File: src/rtl/sram_top_if.sv
// Bus bundle for sram_top: serial write data, strobes, address and read-out.
// The master drives stimulus; the slave (the SRAM) returns registered read data.
interface sram_top_if #(
  parameter int ROWS = 4,
  parameter int COLS = 8
);
  logic            serial_in;
  logic            shift;
  logic            w_en;
  logic            r_en;
  logic [ROWS-1:0] addr;
  logic            data_valid;
  logic [COLS-1:0] data_out;

  modport master (
    output serial_in, shift, w_en, r_en, addr,
    input  data_valid, data_out
  );

  modport slave (
    input  serial_in, shift, w_en, r_en, addr,
    output data_valid, data_out
  );
endinterface

File: src/rtl/sram_top.sv
// Small serially-loaded SRAM: a shift-in write register, a flop-based bit-cell
// array with row decode, and a read-out register that generates data_valid.

module sram_top_wreg #(
  parameter int COLS = 8
) (
  input  logic            clk,
  input  logic            arst_n,
  input  logic            shift,
  input  logic            serial_in,
  output logic [COLS-1:0] wreg_o
);
  logic [COLS-1:0] wreg_q;
  logic [COLS-1:0] wreg_d;

  always_comb begin
    wreg_d = wreg_q;
    if (shift) wreg_d = {wreg_q[COLS-2:0], serial_in};
  end

  always_ff @(posedge clk or negedge arst_n) begin
    if (!arst_n) wreg_q <= '0;
    else         wreg_q <= wreg_d;
  end

  assign wreg_o = wreg_q;
endmodule

module sram_top_array #(
  parameter int ROWS = 4,
  parameter int COLS = 8
) (
  input  logic            clk,
  input  logic            arst_n,
  input  logic            w_en,
  input  logic [ROWS-1:0] addr,
  input  logic [COLS-1:0] wdata,
  output logic [COLS-1:0] rdata
);
  localparam int DEPTH = 2 ** ROWS;

  logic [COLS-1:0] row_q [DEPTH];
  logic [COLS-1:0] row_d [DEPTH];

  // Flops rather than inferred RAM: every word must clear on reset.
  for (genvar gi = 0; gi < DEPTH; gi++) begin : g_row
    logic row_sel;
    assign row_sel = w_en && (addr == ROWS'(gi));

    always_comb begin
      row_d[gi] = row_q[gi];
      if (row_sel) row_d[gi] = wdata;
    end

    always_ff @(posedge clk or negedge arst_n) begin
      if (!arst_n) row_q[gi] <= '0;
      else         row_q[gi] <= row_d[gi];
    end
  end

  // Pre-edge contents, so a same-edge write yields read-before-write.
  assign rdata = row_q[addr];
endmodule

module sram_top_rdout #(
  parameter int COLS = 8
) (
  input  logic            clk,
  input  logic            arst_n,
  input  logic            r_en,
  input  logic [COLS-1:0] rdata,
  output logic            data_valid,
  output logic [COLS-1:0] data_out
);
  logic [COLS-1:0] data_out_q;
  logic [COLS-1:0] data_out_d;
  logic            data_valid_q;

  always_comb begin
    data_out_d = data_out_q;
    if (r_en) data_out_d = rdata;
  end

  always_ff @(posedge clk or negedge arst_n) begin
    if (!arst_n) begin
      data_out_q   <= '0;
      data_valid_q <= 1'b0;
    end else begin
      data_out_q   <= data_out_d;
      data_valid_q <= r_en;
    end
  end

  assign data_out   = data_out_q;
  assign data_valid = data_valid_q;
endmodule

module sram_top #(
  parameter int ROWS = 4,
  parameter int COLS = 8
) (
  input  logic       clk,
  input  logic       arst_n,
  sram_top_if.slave  bus
);
  logic [COLS-1:0] wreg;
  logic [COLS-1:0] rdata;

  sram_top_wreg #(.COLS(COLS)) u_wreg (
    .clk       (clk),
    .arst_n    (arst_n),
    .shift     (bus.shift),
    .serial_in (bus.serial_in),
    .wreg_o    (wreg)
  );

  sram_top_array #(.ROWS(ROWS), .COLS(COLS)) u_array (
    .clk    (clk),
    .arst_n (arst_n),
    .w_en   (bus.w_en),
    .addr   (bus.addr),
    .wdata  (wreg),
    .rdata  (rdata)
  );

  sram_top_rdout #(.COLS(COLS)) u_rdout (
    .clk        (clk),
    .arst_n     (arst_n),
    .r_en       (bus.r_en),
    .rdata      (rdata),
    .data_valid (bus.data_valid),
    .data_out   (bus.data_out)
  );
endmodule

File: src/flat_wrapper.sv
// flat-port wrapper written by rule: the top's interface ports become plain ports
module sram_top_flat 
#(
  parameter int ROWS = 4,
  parameter int COLS = 8
)
  (clk, arst_n, bus_serial_in, bus_shift, bus_w_en, bus_r_en, bus_addr, bus_data_valid, bus_data_out);
  sram_top_if #(.ROWS(ROWS), .COLS(COLS)) bus_i ();
  input  logic clk;
  input  logic arst_n;
  input wire logic [$bits(bus_i.serial_in)-1:0] bus_serial_in;
  input wire logic [$bits(bus_i.shift)-1:0] bus_shift;
  input wire logic [$bits(bus_i.w_en)-1:0] bus_w_en;
  input wire logic [$bits(bus_i.r_en)-1:0] bus_r_en;
  input wire logic [$bits(bus_i.addr)-1:0] bus_addr;
  output wire logic [$bits(bus_i.data_valid)-1:0] bus_data_valid;
  output wire logic [$bits(bus_i.data_out)-1:0] bus_data_out;
  assign bus_i.serial_in = bus_serial_in;
  assign bus_i.shift = bus_shift;
  assign bus_i.w_en = bus_w_en;
  assign bus_i.r_en = bus_r_en;
  assign bus_i.addr = bus_addr;
  assign bus_data_valid = bus_i.data_valid;
  assign bus_data_out = bus_i.data_out;
  sram_top #(.ROWS(ROWS), .COLS(COLS)) u_core (.clk(clk), .arst_n(arst_n), .bus(bus_i));
endmodule
File: config.mk
export PLATFORM = sky130hd
export DESIGN_NAME = sram_top_flat
export DESIGN_NICKNAME = d
export VERILOG_FILES = /design/src/rtl/sram_top_if.sv /design/src/rtl/sram_top.sv /design/src/flat_wrapper.sv
export SDC_FILE = /design/constraint.sdc
export NUM_CORES = 1
export LEC_CHECK = 0
export BUFFER_PORTS_ARGS = -buffer_cell sky130_fd_sc_hd__buf_4
export CAP_MARGIN = 20
export CORE_MARGIN = 5
export CORE_UTILIZATION = 56
export DETAILED_ROUTE_END_ITERATION = 16
export PLACE_DENSITY = 0.85
export SLEW_MARGIN = 20
export SYNTH_ARGS = -nofsm -noshare
export SYNTH_HDL_FRONTEND = slang
export SYNTH_SLANG_ARGS = --single-unit
File: constraint.sdc
create_clock -name clk -period 1.4 [get_ports clk]
set_input_delay 0.07 -clock clk [delete_from_list [all_inputs] [get_ports clk]]
set_output_delay 0.07 -clock clk [all_outputs]
set_load 0.02 [all_outputs]
==> results of run 1 <==
==> per-stage QoR <==
step / area, um2 / hold slack, ns / worst slack (ns) / power, W / TNS (ns)
floorplan: 6550 / -0.226 / 0.0403 / 0.00860 / 0
global placement: 7120 / 0.0330 / -0.302 / 0.00951 / -10.76
detailed placement: 7120 / 0.0399 / -0.335 / 0.00978 / -13.56
CTS: 7790 / 0.148 / -0.0827 / 0.0147 / -0.463
global route: 7820 / 0.148 / -0.111 / 0.0153 / -0.665
finish: 7820 / 0.143 / -0.0902 / 0.0147 / -0.459
==> routing by layer <==
layer  vias up  global-route usage (%)
li1       1715                       -
met1      2136                    30.5
met2       103                    39.2
met3        37                    4.92
met4         0                    10.9
met5         -                       0
==> power by group <==
group | leakage [nW] | internal [W] | total, W | switching, W
Sequential | 1.80 | 0.00567 | 0.00692 | 0.00124
Combinational | 1.41 | 0.00188 | 0.00303 | 0.00115
Clock | 0.294 | 0.00298 | 0.00476 | 0.00178
==> repair_timing <==
action,CTS,global route
resized for setup,0,4
pin swaps,8,0
buffers inserted,2,1
hold endpoints to repair,126,0
hold buffers,4,0
setup endpoints to repair,8,8
==> flip-flops by register name, indices dropped and copies added, names as in the netlist <==
register	count
u_core.u_array.row_q	128
u_core.u_rdout.data_out	8
u_core.u_rdout.data_valid	1
u_core.u_wreg.wreg_o	8
==> worst max path at each step <==
stage                                              start                                      to  cells after the start
floorplan                                    bus_addr[0]  u_core.u_rdout.data_out[3]$_DFFE_PN0P_                      5
global placement                             bus_addr[0]  u_core.u_rdout.data_out[6]$_DFFE_PN0P_                      4
detailed placement                           bus_addr[0]  u_core.u_rdout.data_out[2]$_DFFE_PN0P_                      6
CTS                 u_core.u_array.row_q[10]$_DFFE_PN0P_  u_core.u_rdout.data_out[2]$_DFFE_PN0P_                      3
global route        u_core.u_array.row_q[10]$_DFFE_PN0P_  u_core.u_rdout.data_out[2]$_DFFE_PN0P_                      3
finish               u_core.u_array.row_q[6]$_DFFE_PN0P_  u_core.u_rdout.data_out[6]$_DFFE_PN0P_                      3
==> logic make-up after synthesis <==
kind of cell | after synthesis | synth area share (%)
mux | 184 | 34.0
flops | 145 | 55.4
compound gates | 40 | 4.43
simple gates | 37 | 3.25
buf+inv | 30 | 2.87
==> layout by cell type (no fill, tap or decap), types with 2 or more instances in the layout <==
cell,Yosys,final
a211o_1,8,8
clkbuf_16,0,17
inv_6,0,2
clkbuf_1,13,2
mux4_2,16,16
mux2_4,2,2
clkinvlp_4,0,3
o21ai_0,8,8
nand2_1,3,3
buf_12,1,12
nand3b_1,3,3
o22a_1,8,8
or3_1,2,2
buf_4,3,47
o22ai_1,8,8
dlygate4sd3_1,0,4
mux2i_1,24,24
bufinv_16,0,4
nor2_2,9,9
a22oi_1,8,4
nor2_1,9,9
dfrtp_1,145,145
mux2_2,142,142
clkinv_2,0,3
a22oi_2,0,4
nand2b_1,6,6
==> worst register-to-register path, cell delays in order, from the launching register on <==
cell and delay [ns]:
dfrtp_1 0.38, mux4_2 0.53, a211o_1 0.32, o22a_1 0.16
==> final cells by class <==
class / count / area [um2] / share of cell area [%]
clock buffer: 19 / 433 / 5.54
multi-input combinational: 261 / 2750 / 35.2
clock inverter: 13 / 184 / 2.35
timing repair buffer: 64 / 644 / 8.24
sequential: 145 / 3630 / 46.4
tap: 143 / 179 / 2.29
==> impl_results.md, run 1 <==
* RePlAce Congestion at 0.941
* Number of max-cap violations at 0
* Clock tree sinks at 145
* PwrDens at 1880 mW/mm2
* Mean Syn Cell Area at 15.0 um2
* DP Cell Count at 606
* Initial antenna violation count at 0
* Routed wl met3 at 614 um
* Reg2reg path depth at 3
* Crit. End Element: register
* Failing checks: setup timing
* First-pass GRT wire length at 25,400 um
* Fin. max-slew vios at 0
* Final net count at 499
* M1 WL at 6550 um
* Fin worst setup slack at -0.0902 ns
* WL/cell at 24.5 um
* Antenna diodes at 0
* RSZ-0062 raised after global routing: true
* DR iter-0 viols at 387
* Crit path cell chain: mux4_2 > a211o_1 > o22a_1
* Critical path required time at 1.72 ns
* Post-route ant nets at 0
* Yosys warns at 0
* Area grow syn2layout at 19.4%
* Final core occ at 68.5%
* Vias in the first global route at 4,448
* Post-Layout Cell Count at 645
* Library cells used by synthesis at 26
* Met2 WL post-DR at 8120 um
* Max Clock Freq at 671 MHz
* R2R Path Start: u_core.u_array.row_q[6]$_DFFE_PN0P_
* Clock Path Buffers at 2
* #FFs+latches synth at 145
* Leak pwr at 3.50 nW
* Cell count after synthesis at 436
* Final WL at 15,800 um
* Synth Cell Area at 0.00655 mm2
* 1st-pass router iterations at 4
* Die area at 0.0140 mm2
* Root Driver: clkbuf_16
* Most instantiated library cell after synthesis: dfrtp_1
* EDFF count, synth at 0
* Worst path max stage delay at 0.53 ns
* # rows at 39
* Worst-Skew Late Latency at 0.43 ns
* Clock Pin Slew Worst Setup and Hold Paths at 0.06 ns
* Worst vdd ir at 1830 uV
* Largest area contributor in the netlist: dfrtp_1
* Capture point of the worst reg-to-reg path: u_core.u_rdout.data_out[6]$_DFFE_PN0P_
* GR Overflow Total at 0
* Total CTS buffers at 17
* Worst Path Arrival at 1.81 ns
* Synth top area cells: dfrtp_1 (55%), mux2_2 (24%), mux4_2 (5.5%)
* Post-DP HPWL at 9890 um
* Total number of vias at 3,991
* Slowest CP cell: mux4_2
* Synth top area share at 55.4%
* Largest net degree at the start of global routing at 48
* Post-synth top cells: dfrtp_1 (145), mux2_2 (142), mux2i_1 (24), mux4_2 (16), clkbuf_1 (13)
* Worst-path fanout max at 2
* DR vias/cell at 6.19
* Crit path max-delay family: multiplexers
* Final Hold Vio Count at 0
* CTS tree: done
* Ratio of cells with drive above 1 in the final layout at 52.8%
* Htree depth at 4
* Worst hold path class: primary input to async pin
* Reg2reg setup slack at -0.09 ns
* Fin crit share at 106%
* Ys async rst share at 100%
* WS Path Type: register to register
* Rel. slew slack at 46.0%
* Core Region at 0.0114 mm2
* Ports at 19
* Initial Util at 57.4%
* Syn nets at 446
* Residual DRC at 0
* Top Layer Used: met4
* GRT Util Overall at 23.8%
* Die H at 118 um
* Status: complete, but fails checks
* CP Launch Type: register
* Ys flop type: dfrtp_1
* Fillers at 764
* Sequential-to-total area share from yosys stat at 55.4%
* WP buf/inv at 0
* Worst-Margin Slew at 0.810 ns
* Clock skew at 0.00716 ns
* IO Port Bufs at 18
* Die width at 118 um
* Final setup viols at 8
* Final critical-path required period at 1.49 ns
(Power assumes the default switching activity.)
==> inputs of run 2 (changes only) <==
--- a/config.mk
+++ b/config.mk
@@ -5,6 +5,7 @@
 export SDC_FILE = /design/constraint.sdc
 export NUM_CORES = 1
 export LEC_CHECK = 0
+export ABC_AREA = 1
 export BUFFER_PORTS_ARGS = -buffer_cell sky130_fd_sc_hd__buf_4
 export CAP_MARGIN = 20
 export CORE_MARGIN = 5
==> run 2 against run 1 <==
The run now ends clean. Maximum frequency grew 29%. Global-route usage up 1.4 points. Clock power is 5.3% lower. Final area is 1.0% lower. Non-clock buffer count is 8 lower. Area after synthesis is 2.8% higher. Flip-flop and latch count stayed put. Count of clock-buffer cells in the layout is 6 higher. Wire length up 7.2%. Die area grew 2.6%. Register-to-register slack improved by 0.33 ns. Via count grew 45%. Highest routed layer unchanged.
==> impl_results.md, run 2 <==
* Synth Cell Area at 0.00673 mm2 (+2.8%)
* Rel. slew slack at 64.0% (+18 points)
* Synth top area cells: dfrtp_1 (54%), nand2_1 (22%), o21ai_1 (7.3%)
* Antenna diodes at 0 (unchanged)
* Crit. End Element: register
* Synth top area share at 53.9% (-1.5 points)
* RePlAce Congestion at 0.905 (-3.9%)
* GRT Util Overall at 25.2% (+1.4 points)
* DP Cell Count at 1,028 (+70%)
* GR Overflow Total at 0 (unchanged)
* Clock skew at 0.0120 ns (+0.00482 ns)
* Resized Gates After CTS at 0 (unchanged)
* Commonest non-fill, non-tap cells in the layout: nand2_1 (392), dfrtp_1 (145), o21ai_1 (98)
* Worst-path fanout max at 2 (unchanged)
* Largest net degree at the start of global routing at 52 (+8.3%)
* DP Worst Slack at 0.0932 ns (+0.428 ns)
* Total number of vias at 5,767 (+45%)
* WP buf/inv at 1 (+1)
* Crit path max-delay family: simple AND/OR/NAND/NOR gates
* Fin Setup TNS at 0 ns (+0.459 ns)
* Area grow syn2layout at 14.9%
* Final setup viols at 0 (-8)
* Sequential-to-total area share from yosys stat at 53.9% (-1.5 points)
* First-pass GRT wire length at 28,200 um (+11%)
* # rows at 40 (+2.6%)
* Post-Layout Cell Count at 1,064 (+65%)
* Syn nets at 887 (+99%)
* EDFF count, synth at 0 (unchanged)
* Mean Syn Cell Area at 7.68 um2 (-49%)
* Ys async rst share at 100% (unchanged)
* 1st-pass router iterations at 5 (+1)
* Fin crit share at 82.6% (-24 points)
* Clock Pin Slew Worst Setup and Hold Paths at 0.06 ns (about the same)
* Worst path max stage delay at 0.36 ns (-0.17 ns)
* Fin worst setup slack at 0.243 ns (+0.334 ns)
* Htree depth at 4 (unchanged)
* Max FFs per register at 128 (unchanged)
* Post-DP HPWL at 11,100 um (+12%)
* Final Hold Vio Count at 0 (unchanged)
* Die width at 120 um (+1.3%)
* CP Launch Type: register
* Vias in the first global route at 5,632 (+27%)
* Number of max-cap violations at 0 (unchanged)
* Max Clock Freq at 865 MHz (+29%)
* IO Port Bufs at 18 (unchanged)
* Fillers at 931 (+22%)
* Root Driver: clkbuf_16
* DR iter-0 viols at 718 (+86%)
* Total CTS buffers at 17 (unchanged)
* Clock Path Buffers at 2 (unchanged)
* Leak pwr at 3.89 nW (+11%)
* Crit path cell chain: inv_1 > nor2_1 > nor2_1 > nand2_1 > nand2_1 > nand2_1 > nor2_1 > nor2_1
* Most instantiated library cell after synthesis: nand2_1
* Multi-input gate area at 0.00271 mm2 (-1.5%)
* Initial antenna violation count at 0 (unchanged)
* Library cells used by synthesis at 21 (-19%)
* Final WL at 16,900 um (+7.2%)
* Most flops, register: u_core.u_array.row_q
* Worst vdd ir at 986 uV (-46%)
* Worst hold path class: primary input to async pin
* Cell count after synthesis at 877 (+100%)
* WS Path Type: register to register
* Yosys warns at 0 (unchanged)
* Ratio of cells with drive above 1 in the final layout at 10.9% (-42 points)
* Largest area contributor in the netlist: dfrtp_1
* Post-route ant nets at 0 (unchanged)
* Core Region at 0.0119 mm2 (+4.3%)
* RSZ-0062 raised after global routing: false
* PwrDens at 1600 mW/mm2 (-15%)
* CP dominant cell by count: nor2_1
* Most common cell after layout, fill and taps aside: nand2_1
* Critical path required time at 1.72 ns (about the same)
* CTS tree: done
* Clock tree sinks at 145 (unchanged)
* Post-synth top cells: nand2_1 (392), dfrtp_1 (145), o21ai_1 (98), nor2_1 (83), inv_1 (33)
* Die area at 0.0143 mm2 (+2.6%)
* Status: finished, final reports clean
* Slowest CP cell: dfrtp_1
* Fin. max-slew vios at 0 (unchanged)
* Worst Path Arrival at 1.48 ns (-0.33 ns)
* Worst-Margin Slew at 0.539 ns (-0.271 ns)
* #FFs+latches synth at 145 (unchanged)
* DR vias/cell at 5.42 (-12%)
* Ys flop type: dfrtp_1
* Final core occ at 65.0% (-3.5 points)
* Final critical-path required period at 1.16 ns (-0.334 ns)
* Worst-Skew Late Latency at 0.43 ns (about the same)
* Total Power at 0.0124 W (-16%)
* Final net count at 915 (+83%)
* R2R Path Start: u_core.u_array.row_q[19]$_DFFE_PN0P_
* Register area at 0.00363 mm2 (unchanged)
* WL/cell at 15.9 um (-35%)
* Residual DRC at 0 (unchanged)
* Die H at 120 um (+1.3%)
* Initial Util at 56.5% (-0.82 points)
* Crit path launch: u_core.u_array.row_q[19]$_DFFE_PN0P_
* Ports at 19 (unchanged)
[run 2: cell types whose count changed after synthesis, sizes merged, moves of 11 or more]
cell	change
nand2	+392
mux2	-144
mux2i	-24
nor2	+73
a21oi	+32
buf	+23
mux4	-16
o21ai	+104
inv	+42
nand3	+11
[run 2: per-layer routing]
metal	vias to the layer above	wire (um)	share of wire [%]	track usage, %
li1	2792	-	-	-
met1	2705	7290	43	33.4
met2	228	8070	48	40.3
met3	42	1100	6.5	5.89
met4	0	474	2.8	10.5
met5	-	0	0	0
[run 2: kinds of logic after synthesis]
kind of cell    synth area share, %
flops                          53.9
simple gates                   29.5
compound gates                 10.7
buf+inv                        5.87
[run 2: power by group]
group	internal [W]	switching [W]	total (W)
sequential	0.00508	0.000488	0.00557
combinational	0.000883	0.00144	0.00233
clock	0.00287	0.00163	0.00451
[run 2: layout make-up]
| cell class | instances | share of cell area (%) |
|---|---|---|
| flip-flops and latches | 145 | 46.9 |
| clock inverters | 6 | 1.36 |
| inverters | 42 | 2.10 |
| clock buffers | 25 | 6.14 |
| repair buffers | 56 | 6.13 |
| well taps | 147 | 2.38 |
| multi-input cells | 643 | 35.0 |
[run 2: final timing paths]
kind                                                           to  slack [ns]  cells after the start
setup / recovery           u_core.u_rdout.data_out[3]$_DFFE_PN0P_        0.24                      8
hold / removal               u_core.u_array.row_q[21]$_DFFE_PN0P_        0.09                      2
setup reg to reg           u_core.u_rdout.data_out[3]$_DFFE_PN0P_        0.24                      8
hold reg to reg              u_core.u_array.row_q[98]$_DFFE_PN0P_        0.49                      2
max in group asynchronous    u_core.u_array.row_q[35]$_DFFE_PN0P_        0.71                      3
min in group clk             u_core.u_array.row_q[61]$_DFFE_PN0P_        0.16                      3
[run 2: worst register-to-register path, stage by stage, from the launching register on]
cell and delay (ns):
dfrtp_1 0.36, inv_1 0.08, nor2_1 0.05, nor2_1 0.18
nand2_1 0.09, nand2_1 0.07, nand2_1 0.06, nor2_1 0.10
nor2_1 0.05
[run 2: metrics by stage]
stage	area, um2	hold slack (ns)
floorplan	6730	-0.226
global placement	7110	-0.0192
detailed placement	7110	-0.0193
CTS	7740	0.0940
global route	7740	0.111
finish	7740	0.0900
[run 2: repair_timing]
| action | CTS | global route |
|---|---|---|
| hold endpoints to repair | 156 | 0 |
| hold buffers | 5 | 0 |
| endpoints found under the setup margin | 0 | 0 |
| buffers inserted | 0 | 0 |
